### src/rtl/vga_pkg.sv
// Shared VGA definitions: timing parameter sets, pattern mode codes and the colour-bar palette.
package vga_pkg;

  typedef struct packed {
    logic [15:0] h_active;
    logic [15:0] h_fp;
    logic [15:0] h_sync;
    logic [15:0] h_bp;
    logic [15:0] v_active;
    logic [15:0] v_fp;
    logic [15:0] v_sync;
    logic [15:0] v_bp;
  } vga_timing_t;

  localparam vga_timing_t VGA_640x480_60 = '{
    h_active: 16'd640, h_fp: 16'd16, h_sync: 16'd96,  h_bp: 16'd48,
    v_active: 16'd480, v_fp: 16'd10, v_sync: 16'd2,   v_bp: 16'd33
  };

  localparam vga_timing_t SVGA_800x600_60 = '{
    h_active: 16'd800, h_fp: 16'd40, h_sync: 16'd128, h_bp: 16'd88,
    v_active: 16'd600, v_fp: 16'd1,  v_sync: 16'd4,   v_bp: 16'd23
  };

  typedef enum logic [1:0] {
    MODE_BARS    = 2'd0,
    MODE_CHECKER = 2'd1,
    MODE_GRID    = 2'd2,
    MODE_SOLID   = 2'd3
  } pat_mode_e;

  // Returns {r,g,b} on/off for bar 0..7, left to right.
  function automatic logic [2:0] bar_rgb(input logic [2:0] idx);
    logic [2:0] c;
    case (idx)
      3'd0:    c = 3'b111;
      3'd1:    c = 3'b110;
      3'd2:    c = 3'b011;
      3'd3:    c = 3'b010;
      3'd4:    c = 3'b101;
      3'd5:    c = 3'b100;
      3'd6:    c = 3'b001;
      default: c = 3'b000;
    endcase
    return c;
  endfunction

endpackage

### src/rtl/vga_pattern_gen_if.sv
// Video output bus of the pattern generator: syncs, data-enable, colour channels and pixel coordinates.
interface vga_pattern_gen_if #(
  parameter int COLOR_W = 4,
  parameter int X_W     = 10,
  parameter int Y_W     = 10
);
  logic               hsync;
  logic               vsync;
  logic               de;
  logic               frame_start;
  logic [COLOR_W-1:0] r;
  logic [COLOR_W-1:0] g;
  logic [COLOR_W-1:0] b;
  logic [X_W-1:0]     x;
  logic [Y_W-1:0]     y;

  modport master (output hsync, vsync, de, frame_start, r, g, b, x, y);
  modport slave  (input  hsync, vsync, de, frame_start, r, g, b, x, y);
endinterface

### src/rtl/vga_timing_core.sv
// Horizontal/vertical pixel counters with combinational sync, active and frame-wrap decode.
// Counters advance only on pix_en_i; decode outputs describe the current counter value.
module vga_timing_core
  import vga_pkg::*;
#(
  parameter int H_ACTIVE = 640,
  parameter int H_FP     = 16,
  parameter int H_SYNC   = 96,
  parameter int H_BP     = 48,
  parameter int V_ACTIVE = 480,
  parameter int V_FP     = 10,
  parameter int V_SYNC   = 2,
  parameter int V_BP     = 33,
  parameter int X_W      = $clog2(H_ACTIVE + H_FP + H_SYNC + H_BP),
  parameter int Y_W      = $clog2(V_ACTIVE + V_FP + V_SYNC + V_BP)
) (
  input  logic           clk,
  input  logic           rst,
  input  logic           pix_en_i,
  output logic [X_W-1:0] h_cnt_o,
  output logic [Y_W-1:0] v_cnt_o,
  output logic           active_o,
  output logic           hs_act_o,
  output logic           vs_act_o,
  output logic           frame_wrap_o,
  output logic           frame_first_o
);

  localparam int H_TOTAL = H_ACTIVE + H_FP + H_SYNC + H_BP;
  localparam int V_TOTAL = V_ACTIVE + V_FP + V_SYNC + V_BP;

  localparam logic [X_W-1:0] H_LAST   = X_W'(H_TOTAL - 1);
  localparam logic [X_W-1:0] H_ACT    = X_W'(H_ACTIVE);
  localparam logic [X_W-1:0] HS_BEGIN = X_W'(H_ACTIVE + H_FP);
  localparam logic [X_W-1:0] HS_END   = X_W'(H_ACTIVE + H_FP + H_SYNC);
  localparam logic [Y_W-1:0] V_LAST   = Y_W'(V_TOTAL - 1);
  localparam logic [Y_W-1:0] V_ACT    = Y_W'(V_ACTIVE);
  localparam logic [Y_W-1:0] VS_BEGIN = Y_W'(V_ACTIVE + V_FP);
  localparam logic [Y_W-1:0] VS_END   = Y_W'(V_ACTIVE + V_FP + V_SYNC);

  logic [X_W-1:0] h_cnt_q, h_cnt_d;
  logic [Y_W-1:0] v_cnt_q, v_cnt_d;
  logic           h_last, v_last;

  assign h_last = (h_cnt_q == H_LAST);
  assign v_last = (v_cnt_q == V_LAST);

  always_comb begin
    h_cnt_d = h_cnt_q;
    v_cnt_d = v_cnt_q;
    if (pix_en_i) begin
      if (h_last) begin
        h_cnt_d = '0;
        v_cnt_d = v_last ? '0 : v_cnt_q + 1'b1;
      end else begin
        h_cnt_d = h_cnt_q + 1'b1;
      end
    end
  end

  always_ff @(posedge clk) begin
    if (rst) begin
      h_cnt_q <= '0;
      v_cnt_q <= '0;
    end else begin
      h_cnt_q <= h_cnt_d;
      v_cnt_q <= v_cnt_d;
    end
  end

  assign h_cnt_o       = h_cnt_q;
  assign v_cnt_o       = v_cnt_q;
  assign active_o      = (h_cnt_q < H_ACT) && (v_cnt_q < V_ACT);
  assign hs_act_o      = (h_cnt_q >= HS_BEGIN) && (h_cnt_q < HS_END);
  assign vs_act_o      = (v_cnt_q >= VS_BEGIN) && (v_cnt_q < VS_END);
  assign frame_wrap_o  = h_last && v_last;
  assign frame_first_o = (h_cnt_q == '0) && (v_cnt_q == '0);

endmodule

### src/rtl/vga_pattern_gen.sv
// VGA timing generator with built-in test patterns; every output is registered one pix_en cycle after its counter value.
// No backpressure: pix_en_i is the only throttle and all state holds while it is low.
module vga_pattern_gen
  import vga_pkg::*;
#(
  parameter int H_ACTIVE = int'(VGA_640x480_60.h_active),
  parameter int H_FP     = int'(VGA_640x480_60.h_fp),
  parameter int H_SYNC   = int'(VGA_640x480_60.h_sync),
  parameter int H_BP     = int'(VGA_640x480_60.h_bp),
  parameter int V_ACTIVE = int'(VGA_640x480_60.v_active),
  parameter int V_FP     = int'(VGA_640x480_60.v_fp),
  parameter int V_SYNC   = int'(VGA_640x480_60.v_sync),
  parameter int V_BP     = int'(VGA_640x480_60.v_bp),
  parameter bit HS_POL   = 1'b0,
  parameter bit VS_POL   = 1'b0,
  parameter int COLOR_W  = 4
) (
  input  logic                 clk,
  input  logic                 rst,
  input  logic                 pix_en_i,
  input  logic [1:0]           mode_i,
  input  logic [3*COLOR_W-1:0] solid_rgb_i,
  vga_pattern_gen_if.master    vga_o
);

  localparam int H_TOTAL = H_ACTIVE + H_FP + H_SYNC + H_BP;
  localparam int V_TOTAL = V_ACTIVE + V_FP + V_SYNC + V_BP;
  localparam int X_W     = $clog2(H_TOTAL);
  localparam int Y_W     = $clog2(V_TOTAL);
  localparam int BAR_W   = H_ACTIVE / 8;

  localparam logic [X_W-1:0] X_ACT_LAST = X_W'(H_ACTIVE - 1);
  localparam logic [Y_W-1:0] Y_ACT_LAST = Y_W'(V_ACTIVE - 1);

  logic [X_W-1:0] h_cnt;
  logic [Y_W-1:0] v_cnt;
  logic           active, hs_act, vs_act, frame_wrap, frame_first;

  vga_timing_core #(
    .H_ACTIVE (H_ACTIVE),
    .H_FP     (H_FP),
    .H_SYNC   (H_SYNC),
    .H_BP     (H_BP),
    .V_ACTIVE (V_ACTIVE),
    .V_FP     (V_FP),
    .V_SYNC   (V_SYNC),
    .V_BP     (V_BP),
    .X_W      (X_W),
    .Y_W      (Y_W)
  ) u_timing (
    .clk           (clk),
    .rst           (rst),
    .pix_en_i      (pix_en_i),
    .h_cnt_o       (h_cnt),
    .v_cnt_o       (v_cnt),
    .active_o      (active),
    .hs_act_o      (hs_act),
    .vs_act_o      (vs_act),
    .frame_wrap_o  (frame_wrap),
    .frame_first_o (frame_first)
  );

  pat_mode_e            mode_q;
  logic [3*COLOR_W-1:0] solid_q;
  logic [3*COLOR_W-1:0] rgb_d, rgb_q;
  logic [2:0]           bar_idx, bar_c;
  logic                 grid_on;
  logic                 hsync_q, vsync_q, de_q, frame_start_q;
  logic [X_W-1:0]       x_q;
  logic [Y_W-1:0]       y_q;

  // Pixels past 8*BAR_W stay in the last (black) bar rather than wrapping.
  always_comb begin
    bar_idx = 3'd0;
    for (int i = 1; i < 8; i++) begin
      if (h_cnt >= X_W'(i * BAR_W)) bar_idx = 3'(i);
    end
    bar_c   = bar_rgb(bar_idx);
    grid_on = (h_cnt[5:0] == 6'd0) || (v_cnt[5:0] == 6'd0) ||
              (h_cnt == X_ACT_LAST) || (v_cnt == Y_ACT_LAST);
    rgb_d   = '0;
    case (mode_q)
      MODE_BARS:    rgb_d = {{COLOR_W{bar_c[2]}}, {COLOR_W{bar_c[1]}}, {COLOR_W{bar_c[0]}}};
      MODE_CHECKER: rgb_d = {(3*COLOR_W){~(h_cnt[5] ^ v_cnt[5])}};
      MODE_GRID:    rgb_d = {(3*COLOR_W){grid_on}};
      default:      rgb_d = solid_q;
    endcase
    if (!active) rgb_d = '0;
  end

  // Pattern selection only changes on the last pixel of a frame so no frame mixes patterns.
  always_ff @(posedge clk) begin
    if (rst) begin
      hsync_q       <= ~HS_POL;
      vsync_q       <= ~VS_POL;
      de_q          <= 1'b0;
      rgb_q         <= '0;
      x_q           <= '0;
      y_q           <= '0;
      frame_start_q <= 1'b0;
      mode_q        <= MODE_BARS;
      solid_q       <= '0;
    end else begin
      frame_start_q <= pix_en_i && frame_first;
      if (pix_en_i) begin
        hsync_q <= hs_act ? HS_POL : ~HS_POL;
        vsync_q <= vs_act ? VS_POL : ~VS_POL;
        de_q    <= active;
        rgb_q   <= rgb_d;
        x_q     <= h_cnt;
        y_q     <= v_cnt;
        if (frame_wrap) begin
          mode_q  <= pat_mode_e'(mode_i);
          solid_q <= solid_rgb_i;
        end
      end
    end
  end

  assign vga_o.hsync       = hsync_q;
  assign vga_o.vsync       = vsync_q;
  assign vga_o.de          = de_q;
  assign vga_o.frame_start = frame_start_q;
  assign vga_o.r           = rgb_q[3*COLOR_W-1 -: COLOR_W];
  assign vga_o.g           = rgb_q[2*COLOR_W-1 -: COLOR_W];
  assign vga_o.b           = rgb_q[COLOR_W-1:0];
  assign vga_o.x           = x_q;
  assign vga_o.y           = y_q;

endmodule

### src/flat_wrapper.sv
// flat-port wrapper written by rule: the top's interface ports become plain ports
module vga_pattern_gen_flat import vga_pkg::*;
#(
  parameter int H_ACTIVE = int'(VGA_640x480_60.h_active),
  parameter int H_FP     = int'(VGA_640x480_60.h_fp),
  parameter int H_SYNC   = int'(VGA_640x480_60.h_sync),
  parameter int H_BP     = int'(VGA_640x480_60.h_bp),
  parameter int V_ACTIVE = int'(VGA_640x480_60.v_active),
  parameter int V_FP     = int'(VGA_640x480_60.v_fp),
  parameter int V_SYNC   = int'(VGA_640x480_60.v_sync),
  parameter int V_BP     = int'(VGA_640x480_60.v_bp),
  parameter bit HS_POL   = 1'b0,
  parameter bit VS_POL   = 1'b0,
  parameter int COLOR_W  = 4
)
  (clk, rst, pix_en_i, mode_i, solid_rgb_i, vga_o_hsync, vga_o_vsync, vga_o_de, vga_o_frame_start, vga_o_r, vga_o_g, vga_o_b, vga_o_x, vga_o_y);
  vga_pattern_gen_if #(.COLOR_W(COLOR_W), .X_W(8), .Y_W(6)) vga_o_i ();
  input  logic clk;
  input  logic rst;
  input  logic pix_en_i;
  input  logic [1:0] mode_i;
  input  logic [3*COLOR_W-1:0] solid_rgb_i;
  output wire logic [$bits(vga_o_i.hsync)-1:0] vga_o_hsync;
  output wire logic [$bits(vga_o_i.vsync)-1:0] vga_o_vsync;
  output wire logic [$bits(vga_o_i.de)-1:0] vga_o_de;
  output wire logic [$bits(vga_o_i.frame_start)-1:0] vga_o_frame_start;
  output wire logic [$bits(vga_o_i.r)-1:0] vga_o_r;
  output wire logic [$bits(vga_o_i.g)-1:0] vga_o_g;
  output wire logic [$bits(vga_o_i.b)-1:0] vga_o_b;
  output wire logic [$bits(vga_o_i.x)-1:0] vga_o_x;
  output wire logic [$bits(vga_o_i.y)-1:0] vga_o_y;
  assign vga_o_hsync = vga_o_i.hsync;
  assign vga_o_vsync = vga_o_i.vsync;
  assign vga_o_de = vga_o_i.de;
  assign vga_o_frame_start = vga_o_i.frame_start;
  assign vga_o_r = vga_o_i.r;
  assign vga_o_g = vga_o_i.g;
  assign vga_o_b = vga_o_i.b;
  assign vga_o_x = vga_o_i.x;
  assign vga_o_y = vga_o_i.y;
  vga_pattern_gen #(.H_ACTIVE(H_ACTIVE), .H_FP(H_FP), .H_SYNC(H_SYNC), .H_BP(H_BP), .V_ACTIVE(V_ACTIVE), .V_FP(V_FP), .V_SYNC(V_SYNC), .V_BP(V_BP), .HS_POL(HS_POL), .VS_POL(VS_POL), .COLOR_W(COLOR_W)) u_core (.clk(clk), .rst(rst), .pix_en_i(pix_en_i), .mode_i(mode_i), .solid_rgb_i(solid_rgb_i), .vga_o(vga_o_i));
endmodule
### config.mk
export PLATFORM = sky130hd
export DESIGN_NAME = vga_pattern_gen_flat
export DESIGN_NICKNAME = d
export VERILOG_FILES = /design/src/rtl/vga_pkg.sv /design/src/rtl/vga_pattern_gen_if.sv /design/src/rtl/vga_timing_core.sv /design/src/rtl/vga_pattern_gen.sv /design/src/flat_wrapper.sv
export SDC_FILE = /design/constraint.sdc
export NUM_CORES = 1
export LEC_CHECK = 0
export CORE_ASPECT_RATIO = 1.5
export CORE_MARGIN = 4
export CORE_UTILIZATION = 51
export CTS_BUF_LIST = sky130_fd_sc_hd__clkbuf_4
export DETAILED_ROUTE_END_ITERATION = 10
export GPL_ROUTABILITY_DRIVEN = 0
export PLACE_DENSITY = 0.79
export SLEW_MARGIN = 20
export SYNTH_ARGS = -nofsm -noshare
export SYNTH_HDL_FRONTEND = slang
export SYNTH_HIERARCHICAL = 1
export SYNTH_SLANG_ARGS = --single-unit
export TNS_END_PERCENT = 10
### constraint.sdc
create_clock -name clk -period 1.9 [get_ports clk]
set_input_delay 0.285 -clock clk [delete_from_list [all_inputs] [get_ports clk]]
set_output_delay 0.285 -clock clk [all_outputs]
set_load 0.02 [all_outputs]
==> results.ini <==
[cells_and_area]
multi_input_area_um2=1740
final.fill_count=511
regArea_um2=1280
diodes=0
synthToLayoutAreaGrowth_pct=26.2
fin_nets=458
drive_above_1_share_pct=18.8
fin_util_pct=67.7

[cts]
clkTransAtPathRegs_ps=110
insertion_delay_ps=410
cts_tree=done
cts_hold_buffers=0
htree_num_levels=3
cts_sinks=64
cts_buffer_depth=2
root_buffer=clkbuf_4
cts_buffers=9

[global_routing]
grt_use_total_pct=20.4
grt_max_degree=33
grt-ovfl-total=0
antenna_found_initial=0
grt_pass1_vias=2728
grt_pass1_wl_mm=12.5

[logic_synthesis]
synth_area_leaders=dfxtp_1 40%, nand2_1 7.2%, mux2i_1 4.7%
ys_types=56
ys_seq_area_share_pct=40.4
yosys_warnings=6
syn_inst=363
syn_area_um2=3170
avgSynthCellArea_um2=8.74
synthArstFlopShare_pct=0
synthFlopType=dfxtp_1
synth_seq_cells=64
yosys.area.top_type_share_pct=40.4
syn_nets=384
synth_edf_count=0
yosysTopAreaCell=dfxtp_1

[power_and_ir_drop]
ir_drop_mv=0.437
power_density_nw_per_um2=597
power_leakage_nw=1.56

[route]
drc=0
viasPerCell=5.68
drtIter0Drc=189
vias=2921
drtAntennaViolNets=0
avgRoutedWirePerCell_um=14.9
first_pass_iters=4
wirelength_mm=7.66

[run]
maxCapViolCount=0

[floorplan]
num_rows=34
ios=47
die_height_um=105
core-area_um2=5910
die-area_um2=7570
fp.dieW_um=72.4
initial_core_util_pct=53.6

[sta]
grt_setup_unrepaired=false
relSlewSlack_pct=67.1
setup_viol=0
fin_skew_ps=13.1
clock.fmax_mhz=560
slew_violations=0
fin_crit_sh_pct=94.0
min_period_ps=1790
hold_viol_final=0
tightest_slew_ps=492
holdWs_ps=163

[setup_path]
crit_path_start_kind=flip-flop
cp_common_cell=nor3_2
arrival_ps=2110
path_max_fanout=4
crit_path_end_kind=flip-flop
crit_chain=or4_4, nor3_2, o31a_4, nor3_2, buf_4, o41ai_2
crit_required_ps=2220
slowest_stage=or4_4
crit_type=reg -> reg
max_stage_delay_ps=550

[status]
status=finished clean

[min_path]
hold_path.class=in -> reg

[place]
port_buffers=46
dp_hpwl_mm=5.56

[stage by stage]
step,setup slack (ps),TNS (ps),power (mW),instance area [um2],instances
2_1_floorplan,79.5,0,1.55,3170,363
3_5_place_dp,-87.0,-264,1.67,3870,497
5_1_grt,27.1,0,2.49,4000,514
3_3_place_gp,-74.4,-174,1.66,3870,497
6_report,115,0,2.39,4000,514
4_1_cts,43.0,0,2.41,3980,513
[final cells by class]
| type | instances | share of cell area, % |
|---|---|---|
| Timing Repair Buffer | 85 | 19.0 |
| Sequential cell | 64 | 32.1 |
| Multi-Input combinational cell | 270 | 43.3 |
| Clock buffer | 9 | 1.69 |
| Clock inverter | 7 | 0.969 |
| Inverter | 7 | 0.656 |
| Tap cell | 72 | 2.25 |
[cell usage in the layout, fill, tap and decap left out, drive strengths merged, types with 11 or more instances in the layout]
cell	synthesis	routed
buf	13	40
nor3	14	14
clkdlybuf4s50	0	45
dfxtp	64	64
nand2	61	61
nand3	11	11
nor2	33	33
a21oi	29	29
o21ai	15	15
mux2i	15	15
[cell usage after synthesis, types with 2 or more instances]
master	n
clkbuf_1	5
nor3_2	3
nand2b_1	4
buf_4	5
a21o_1	3
or4_4	2
nand4bb_1	2
buf_2	5
nand2_1	61
a21oi_1	29
xnor2_1	7
o21ai_0	15
mux2i_1	15
and3_1	6
nor4_1	4
nand4b_1	3
or4_1	3
xor2_1	8
nand4_1	8
ha_1	4
o31ai_1	2
o211ai_1	4
or3_1	4
nand3_1	11
buf_1	2
inv_1	6
clkbuf_8	3
nor2_1	32
a221oi_2	8
nor3_1	10
dfxtp_1	64
[power breakdown]
part,switching [mW],internal [mW]
logic,0.128,0.124
clock network,0.499,0.255
registers,0.0168,1.37
total,0.644,1.75
[sequential cells by signal, indices dropped and copies added (netlist names)]
register / flops
u_core/y_q: 6
u_core/mode_q: 2
u_core/vga_o.frame_start: 1
u_core/vga_o.vsync: 1
u_core/x_q: 8
u_core/vga_o.hsync: 1
u_core/rgb_q: 12
u_core/u_timing/v_cnt_o: 10
u_core/solid_q: 12
u_core/vga_o.de: 1
u_core/u_timing/h_cnt_o: 10
[critical path, delay by kind of cell (launching register included)]
family | cells | cell delay, ps
flops | 1 | 370
simple gates | 3 | 780
compound gates | 2 | 390
buf+inv | 1 | 170
[final timing paths]
kind | startpoint | endpoint | slack [ps] | depth (start not counted)
worst max-delay path | u_core/u_timing/v_cnt_o[2] | u_core/rgb_q[10] | 110 | 6
worst min-delay path | rst | u_core/y_q[0] | 160 | 2
worst min register to register | u_core/solid_q[5] | u_core/solid_q[5] | 460 | 2
worst max register to register | u_core/u_timing/v_cnt_o[2] | u_core/rgb_q[10] | 110 | 6
[cells by family after synthesis]
logic type      Yosys count  share of synthesized area, %
fa+ha+maj                 5                          1.93
compound gates           70                          16.5
simple gates            165                          26.9
buf+inv                  29                          5.44
mux                      15                          4.73
flops                    64                          40.4
xor+xnor                 15                          4.14
[metal layers]
metal	track usage [%]	routed length [um]	vias up
met2	34.5	3850	84
li1	-	-	1436
met3	5.00	340	19
met5	0	0	-
met4	9.63	188	0
met1	23.8	3280	1382
[repair_timing]
item	4_1_cts	5_1_grt
setup endpoints to repair	0	20
hold endpoints to repair	0	0
setup buffers	0	1
resized for setup	0	6
(Power assumes the default switching activity.)
